<file path="src/rtl/idli_pkg.sv">
// idli_pkg: shared types and defaults for the idli core UART transmit path.
//   sqi_data_t      - one nibble of the nibble-serial ALU stream
//   uart_tx_state_t - transmitter frame states
package idli_pkg;
    typedef logic [3:0] sqi_data_t;
    typedef enum logic [2:0] {IDLE, START, DATA, PARITY, STOP} uart_tx_state_t;
    localparam int UART_DATA_W_DFLT  = 8;
    localparam int UART_CLK_DIV_DFLT = 16;
endpackage

</file>
<file path="src/rtl/idli_uart_fifo_m.sv">
// idli_uart_fifo_m: synchronous FIFO with full/empty flags and occupancy level.
//   i_clk, i_rst (async, active-high)
//   i_push/i_data  - write port, ignored when full
//   i_pop/o_data   - read port, o_data shows the head entry, pop ignored when empty
//   o_full, o_empty, o_level - registered-state status
module idli_uart_fifo_m #(
    parameter int WIDTH = 8,
    parameter int DEPTH = 4
) (
    input  logic                     i_clk,
    input  logic                     i_rst,
    input  logic                     i_push,
    input  logic [WIDTH-1:0]         i_data,
    input  logic                     i_pop,
    output logic [WIDTH-1:0]         o_data,
    output logic                     o_full,
    output logic                     o_empty,
    output logic [$clog2(DEPTH):0]   o_level
);
    localparam int AW = $clog2(DEPTH);
    logic [WIDTH-1:0] mem_q [DEPTH];
    logic [AW:0]      wr_q, wr_d, rd_q, rd_d;
    // Pointers carry an extra wrap bit so full and empty are distinguishable.
    always_comb begin
        o_full  = (wr_q[AW] != rd_q[AW]) && (wr_q[AW-1:0] == rd_q[AW-1:0]);
        o_empty = wr_q == rd_q;
        o_level = wr_q - rd_q;
        o_data  = mem_q[rd_q[AW-1:0]];
        wr_d    = (i_push && !o_full) ? wr_q + 1'b1 : wr_q;
        rd_d    = (i_pop && !o_empty) ? rd_q + 1'b1 : rd_q;
    end
    always_ff @(posedge i_clk or posedge i_rst) begin
        if (i_rst) begin
            wr_q <= '0;
            rd_q <= '0;
        end else begin
            wr_q <= wr_d;
            rd_q <= rd_d;
        end
    end
    always_ff @(posedge i_clk) begin
        if (i_push && !o_full) mem_q[wr_q[AW-1:0]] <= i_data;
    end
endmodule

</file>
<file path="src/rtl/idli_uart_tx_m.sv">
// idli_uart_tx_m: nibble-fed, FIFO-buffered UART transmitter (start, DATA_W bits LSB first, optional even parity, STOP_BITS stop bits).
//   i_utx_gck, i_utx_rst (async, active-high)
//   i_utx_data/i_utx_vld/o_utx_acp - nibble stream, low nibble first, transfer when acp
//   o_utx_level - FIFO occupancy, o_utx_busy - frame in flight or FIFO non-empty
//   o_utx_tx    - registered serial line, idle high
//   Define IDLI_UART_TX_PARITY_EN to insert an even-parity bit between data and stop bits.
module idli_uart_tx_m
    import idli_pkg::*;
#(
    parameter int DATA_W     = UART_DATA_W_DFLT,
    parameter int FIFO_DEPTH = 4,
    parameter int CLK_DIV    = UART_CLK_DIV_DFLT,
    parameter int STOP_BITS  = 1
) (
    input  logic                          i_utx_gck,
    input  logic                          i_utx_rst,
    input  sqi_data_t                     i_utx_data,
    input  logic                          i_utx_vld,
    output logic                          o_utx_acp,
    output logic [$clog2(FIFO_DEPTH):0]   o_utx_level,
    output logic                          o_utx_busy,
    output logic                          o_utx_tx
);
    localparam int NIB = DATA_W / 4;
    localparam int KW  = NIB > 1 ? $clog2(NIB) : 1;
    localparam int BW  = $clog2(CLK_DIV);
    localparam int CW  = $clog2(DATA_W + 1);
    logic [KW-1:0]     k_q, k_d;
    logic [DATA_W-1:0] asm_q, asm_d, char_w, fifo_dout, shift_q, shift_d;
    logic              last, push, pop, fifo_full, fifo_empty, adv, tx_q, tx_d;
    logic [BW-1:0]     baud_q, baud_d;
    logic [CW-1:0]     bit_q, bit_d;
    uart_tx_state_t    state_q, state_d;
`ifdef IDLI_UART_TX_PARITY_EN
    logic              par_q, par_d;
`endif
    // Only the character-completing nibble is held back by a full FIFO.
    always_comb begin
        last                 = k_q == KW'(NIB - 1);
        o_utx_acp            = i_utx_vld && !(last && fifo_full);
        char_w               = asm_q;
        char_w[4*k_q +: 4]   = i_utx_data;
        asm_d                = o_utx_acp ? char_w : asm_q;
        k_d                  = o_utx_acp ? (last ? '0 : k_q + 1'b1) : k_q;
        push                 = o_utx_acp && last;
    end
    always_ff @(posedge i_utx_gck or posedge i_utx_rst) begin
        if (i_utx_rst) begin
            k_q   <= '0;
            asm_q <= '0;
        end else begin
            k_q   <= k_d;
            asm_q <= asm_d;
        end
    end
    idli_uart_fifo_m #(.WIDTH(DATA_W), .DEPTH(FIFO_DEPTH)) u_fifo (
        .i_clk   (i_utx_gck),
        .i_rst   (i_utx_rst),
        .i_push  (push),
        .i_data  (char_w),
        .i_pop   (pop),
        .o_data  (fifo_dout),
        .o_full  (fifo_full),
        .o_empty (fifo_empty),
        .o_level (o_utx_level)
    );
    // tx_d is the line value of the state being entered, so the line changes on the same edge as the state.
    always_comb begin
        adv     = baud_q == '0;
        state_d = state_q;
        baud_d  = adv ? BW'(CLK_DIV - 1) : baud_q - 1'b1;
        bit_d   = bit_q;
        shift_d = shift_q;
        tx_d    = tx_q;
        pop     = 1'b0;
        case (state_q)
            IDLE: begin
                baud_d = BW'(CLK_DIV - 1);
                pop    = !fifo_empty;
            end
            START: if (adv) begin
                state_d = DATA;
                bit_d   = CW'(DATA_W - 1);
                tx_d    = shift_q[0];
            end
            DATA: if (adv) begin
                if (bit_q != '0) begin
                    shift_d = shift_q >> 1;
                    bit_d   = bit_q - 1'b1;
                    tx_d    = shift_q[1];
                end else begin
`ifdef IDLI_UART_TX_PARITY_EN
                    state_d = PARITY;
                    tx_d    = par_q;
`else
                    state_d = STOP;
                    bit_d   = CW'(STOP_BITS - 1);
                    tx_d    = 1'b1;
`endif
                end
            end
`ifdef IDLI_UART_TX_PARITY_EN
            PARITY: if (adv) begin
                state_d = STOP;
                bit_d   = CW'(STOP_BITS - 1);
                tx_d    = 1'b1;
            end
`endif
            STOP: if (adv) begin
                if (bit_q != '0) begin
                    bit_d = bit_q - 1'b1;
                end else begin
                    state_d = IDLE;
                    tx_d    = 1'b1;
                    pop     = !fifo_empty;
                end
            end
            default: begin
                state_d = IDLE;
                tx_d    = 1'b1;
            end
        endcase
        // A pop from IDLE or the final stop bit starts the next frame with no idle gap.
        if (pop) begin
            state_d = START;
            tx_d    = 1'b0;
            shift_d = fifo_dout;
        end
`ifdef IDLI_UART_TX_PARITY_EN
        par_d = pop ? ^fifo_dout : par_q;
`endif
    end
    always_ff @(posedge i_utx_gck or posedge i_utx_rst) begin
        if (i_utx_rst) begin
            state_q <= IDLE;
            baud_q  <= '0;
            bit_q   <= '0;
            shift_q <= '0;
            tx_q    <= 1'b1;
`ifdef IDLI_UART_TX_PARITY_EN
            par_q   <= 1'b0;
`endif
        end else begin
            state_q <= state_d;
            baud_q  <= baud_d;
            bit_q   <= bit_d;
            shift_q <= shift_d;
            tx_q    <= tx_d;
`ifdef IDLI_UART_TX_PARITY_EN
            par_q   <= par_d;
`endif
        end
    end
    assign o_utx_tx   = tx_q;
    assign o_utx_busy = (state_q != IDLE) || !fifo_empty;
endmodule

</file>
<file path="config.mk">
export PLATFORM = sky130hd
export DESIGN_NAME = idli_uart_tx_m
export DESIGN_NICKNAME = d
export VERILOG_FILES = /design/src/rtl/idli_pkg.sv /design/src/rtl/idli_uart_fifo_m.sv /design/src/rtl/idli_uart_tx_m.sv
export SDC_FILE = /design/constraint.sdc
export NUM_CORES = 1
export LEC_CHECK = 0
export CAP_MARGIN = 20
export CORE_UTILIZATION = 60
export DETAILED_ROUTE_END_ITERATION = 8
export PLACE_DENSITY = 0.84
export SLEW_MARGIN = 15
export SYNTH_ARGS = -nofsm -noshare
export SYNTH_HDL_FRONTEND = slang
export SYNTH_SLANG_ARGS = --single-unit
</file>
<file path="constraint.sdc">
create_clock -name i_utx_gck -period 2.9 [get_ports i_utx_gck]
set_input_delay 0.725 -clock i_utx_gck [delete_from_list [all_inputs] [get_ports i_utx_gck]]
set_output_delay 0.725 -clock i_utx_gck [all_outputs]
set_load 0.05 [all_outputs]
</file>
==> results summary <==
The setup fix buffers added after clock tree synthesis came out at 0. The remaining number of nets flagged by the antenna check after routing is 0. Setup repair after global routing left no endpoint under its margin. The data required time at the worst endpoint came out at 2.17 ns. From synthesis to final layout, the design area changed by 12.9%.

The most common cell after layout, fill and taps aside is sky130_fd_sc_hd__dfrtp_1. Before antenna repair, the detailed router went through 4 iterations. The count of endpoints failing hold in the final timing report is 0.

The register area share after synthesis came out at 58.6%. Among all flip-flop cells after synthesis, the most frequent one is sky130_fd_sc_hd__dfrtp_1. After detailed routing, the total wire length is 5600 um.

The post-CTS resize count came out at 0. The routability congestion estimate came out at 0.823. The number of sinks driven by the clock tree came out at 67.

The library cells used most frequently in the layout, excluding fill and tap cells, are 34 x sky130_fd_sc_hd__dfrtp_1, 32 x sky130_fd_sc_hd__edfxtp_1, 26 x sky130_fd_sc_hd__inv_1, 20 x sky130_fd_sc_hd__mux2_2, 15 x sky130_fd_sc_hd__nand2_1. 0 antenna diodes ended up in the layout. The starting DRC count in detailed routing came out at 135. The clock period minus final worst setup slack came out at 2.71 ns.

The worst setup path is launched from a register. The signal on the critical path passes through inv_1 -> ha_1 -> nand3_1 -> o21a_1 -> buf_12. Detailed placement finished with a half-perimeter wire length of 3850 um.

The number of port buffers came out at 12. The tool flagged a number of max-cap violations equal to 0. The floorplan step defined a die boundary enclosing 5520 um^2. The TritonCTS buffer count came out at 9. Grouping stages by cell kind, the critical path spends the most delay in flip-flops. The worst slew slack as a fraction of its limit came out at 61.8%. The design internal power came out at 2.63 mW. The final setup violation count is 0. The placeable core region came out at 4880 um^2. The switching share of power is 36.6%. The total nets after synthesis came out at 247. The maximum vdd drop came out at 1000 uV.

The number of antenna violations at the first check in global routing came to 0. The clock tree root driver cell is sky130_fd_sc_hd__clkbuf_8. The number of global-route vias before repair is 1808.

The worst-margin pin slew came out at 0.571 ns. The sequential cell fraction of total power is 39.7%. The die boundary width came out at 74.3 um.

The maximum root-to-sink buffer count is 2. Per report_power, the clock group accounts for 17.1% of the total. The total congestion overflow is 0. In the routed layout, each cell is associated on average with a via count of 5.73. The sum of internal, switching and leakage power is 4.15 mW. The cell leakage power came out at 1.44 nW. TritonCTS built the clock tree. The clock slew seen by the registers of the worst setup and hold paths came out at 0.07 ns. The depth of the CTS H-tree is 3.

The layout filler cell count came out at 311. Combinational cells account for 43.2% of the total power. In this run, synthesis inferred 32 flip-flops with an integrated enable.

The die height came out at 74.3 um. The highest-delay cell along the critical path is sky130_fd_sc_hd__dfrtp_1. The initialized floorplan defines 25 standard-cell rows. The post-route clock skew is 0.00792 ns. The endpoint arrival time on the critical path came out at 1.99 ns. The upper clock frequency limit is 0.368 GHz. The critical path is of the reg -> out type. The number of buffers and inverters on the critical path came out at 2.

The clock latency on the worst-skew pair came out at 0.33 ns. The flow ran to the end, and the final reports show no timing, DRC or antenna violations. The post-synthesis cell type count is 48. The max-slew violation count came to 0. The number of primary I/O pins came out at 13.

The count of yosys warnings during synthesis is 0. The worst setup path is captured at an output pin. Summing over every cut layer, the via total after detailed routing is 1835.

Of the available clock period, the critical path in the final layout requires 93.6%. The worst hold path belongs to the class reg -> reg. The initial cell density of the core came out at 64.3%. The net switching power came out at 1.52 mW. Along the worst path, the maximum fanout reaches 12.

The post-synth design cell area came out at 3140 um^2. For this run, asynchronously set or reset flops after synthesis account for 52.2%. The detailed-route DRC error count came out at 0. After synthesis the netlist holds a flip-flop and latch count of 67. The final total negative setup slack is 0 ns. In the synthesized netlist, the number of instances is 229. The total power divided by cell area is 1170 nW/um^2. The routed length per instance came out at 17.5 um.

The count of nets after finishing is 266. The number of buffers added to fix hold violations after cts came out at 0. For this run, the slowest stage of the critical path takes 0.65 ns. The mean instance size in the synthesized netlist is 13.7 um^2.

The global-route usage over all layers came out at 23.6%. The maximum number of pins on one net before global-route repair came out at 36. The global-route wire length before repair came out at 9090 um. Of the cells placed in the final design, the portion with a size suffix greater than 1 is 22.9%.
[cell type report]
cell class              count  area (um^2)  area share (%)
clock buffers              12          135            3.82
clock inverters             4         42.5            1.20
inverters                  26         97.6            2.76
multi-input cells         126         1150            32.6
flip-flops and latches     67         1840            51.9
well taps                  67         83.8            2.37
repair buffers             18          190            5.37
[metrics by stage]
step / setup slack [ns] / hold WS [ns] / instance area, um^2 / cells / utilization (%)
6_report: 0.186 / 0.456 / 3540 / 320 / 72.6
5_1_grt: 0.0766 / 0.500 / 3540 / 320 / 72.6
4_1_cts: 0.145 / 0.460 / 3540 / 320 / 72.6
3_5_place_dp: 0.463 / 0.452 / 3360 / 304 / 68.9
3_3_place_gp: 0.549 / 0.447 / 3360 / 304 / 68.9
2_1_floorplan: 0.306 / 0.429 / 3140 / 229 / -
[final timing paths]
path | start | endpoint | cells after the start | slack, ns
worst max-delay path | u_fifo.rd_q[1]$_DFFE_PP0P_ | o_utx_acp | 5 | 0.19
worst min-delay path | baud_q[0]$_DFF_PP0_ | baud_q[0]$_DFF_PP0_ | 1 | 0.46
worst max register to register | u_fifo.rd_q[1]$_DFFE_PP0P_ | u_fifo.mem_q[0][1]$_DFFE_PP_ | 6 | 0.42
worst min register to register | baud_q[0]$_DFF_PP0_ | baud_q[0]$_DFF_PP0_ | 1 | 0.46
max in group asynchronous | i_utx_rst | o_utx_tx$_DFFE_PP1P_ | 3 | 1.75
min in group asynchronous | i_utx_rst | shift_q[3]$_DFFE_PP0P_ | 3 | 0.81
[sequential cells by signal (all words and copies together), names as in the netlist]
register and count:
asm_q 8, baud_q 4, bit_q 4, k_q 1
o_utx_tx 1, shift_q 8, state_q 3, u_fifo.mem_q 32
u_fifo.rd_q 3, u_fifo.wr_q 3
[per-layer routing]
metal | wire, um | GRT usage [%]
met5 | 0 | 0
met4 | 95 | 11.5
met3 | 189 | 5.28
met2 | 2770 | 36.9
met1 | 2550 | 31.9
[cells in the mapped netlist, types with 2 or more instances]
library cell,instances,share of area (%)
sky130_fd_sc_hd__o21bai_1,2,0.48
sky130_fd_sc_hd__inv_1,26,3.1
sky130_fd_sc_hd__and3_1,4,0.80
sky130_fd_sc_hd__o221ai_1,7,2.0
sky130_fd_sc_hd__nor2b_1,5,1.0
sky130_fd_sc_hd__nor3_1,3,0.48
sky130_fd_sc_hd__o21a_1,2,0.48
sky130_fd_sc_hd__nand2b_1,4,0.80
sky130_fd_sc_hd__nor2_1,2,0.24
sky130_fd_sc_hd__ha_1,10,4.0
sky130_fd_sc_hd__dfrtp_1,34,27
sky130_fd_sc_hd__mux2_2,20,7.2
sky130_fd_sc_hd__xnor2_1,7,2.0
sky130_fd_sc_hd__edfxtp_1,32,31
sky130_fd_sc_hd__clkbuf_1,7,0.84
sky130_fd_sc_hd__nand2_1,15,1.8
sky130_fd_sc_hd__nand3_1,3,0.48
sky130_fd_sc_hd__mux4_2,8,5.7
sky130_fd_sc_hd__xor2_1,2,0.56
sky130_fd_sc_hd__buf_2,2,0.32
sky130_fd_sc_hd__mux2i_1,2,0.64
sky130_fd_sc_hd__o21ai_0,3,0.48
sky130_fd_sc_hd__a21oi_1,3,0.48
sky130_fd_sc_hd__nor3b_2,2,0.80
[power by group through the flow]
stage | clock, mW | combinational (mW) | sequential, mW
CTS | 0.712 | 1.80 | 1.65
finish | 0.711 | 1.79 | 1.65
global placement | 0 | 1.72 | 1.64
global route | 0.755 | 1.93 | 1.69
floorplan | 0 | 1.28 | 1.57
detailed placement | 0 | 1.78 | 1.66
[cells by family (layout without fill, tap and decap cells)]
group / after synthesis / in the layout / synth area share [%]
flip-flops: 67 / 67 / 58.6
XOR/XNOR: 9 / 9 / 2.51
AND/OR/NAND/NOR: 45 / 45 / 8.22
adder cells (fa/ha/maj): 11 / 11 / 4.63
multiplexers: 31 / 31 / 14.0
AO/OA/AOI/OAI: 30 / 30 / 7.38
buffers and inverters: 36 / 60 / 4.63
(Power assumes the default switching activity.)
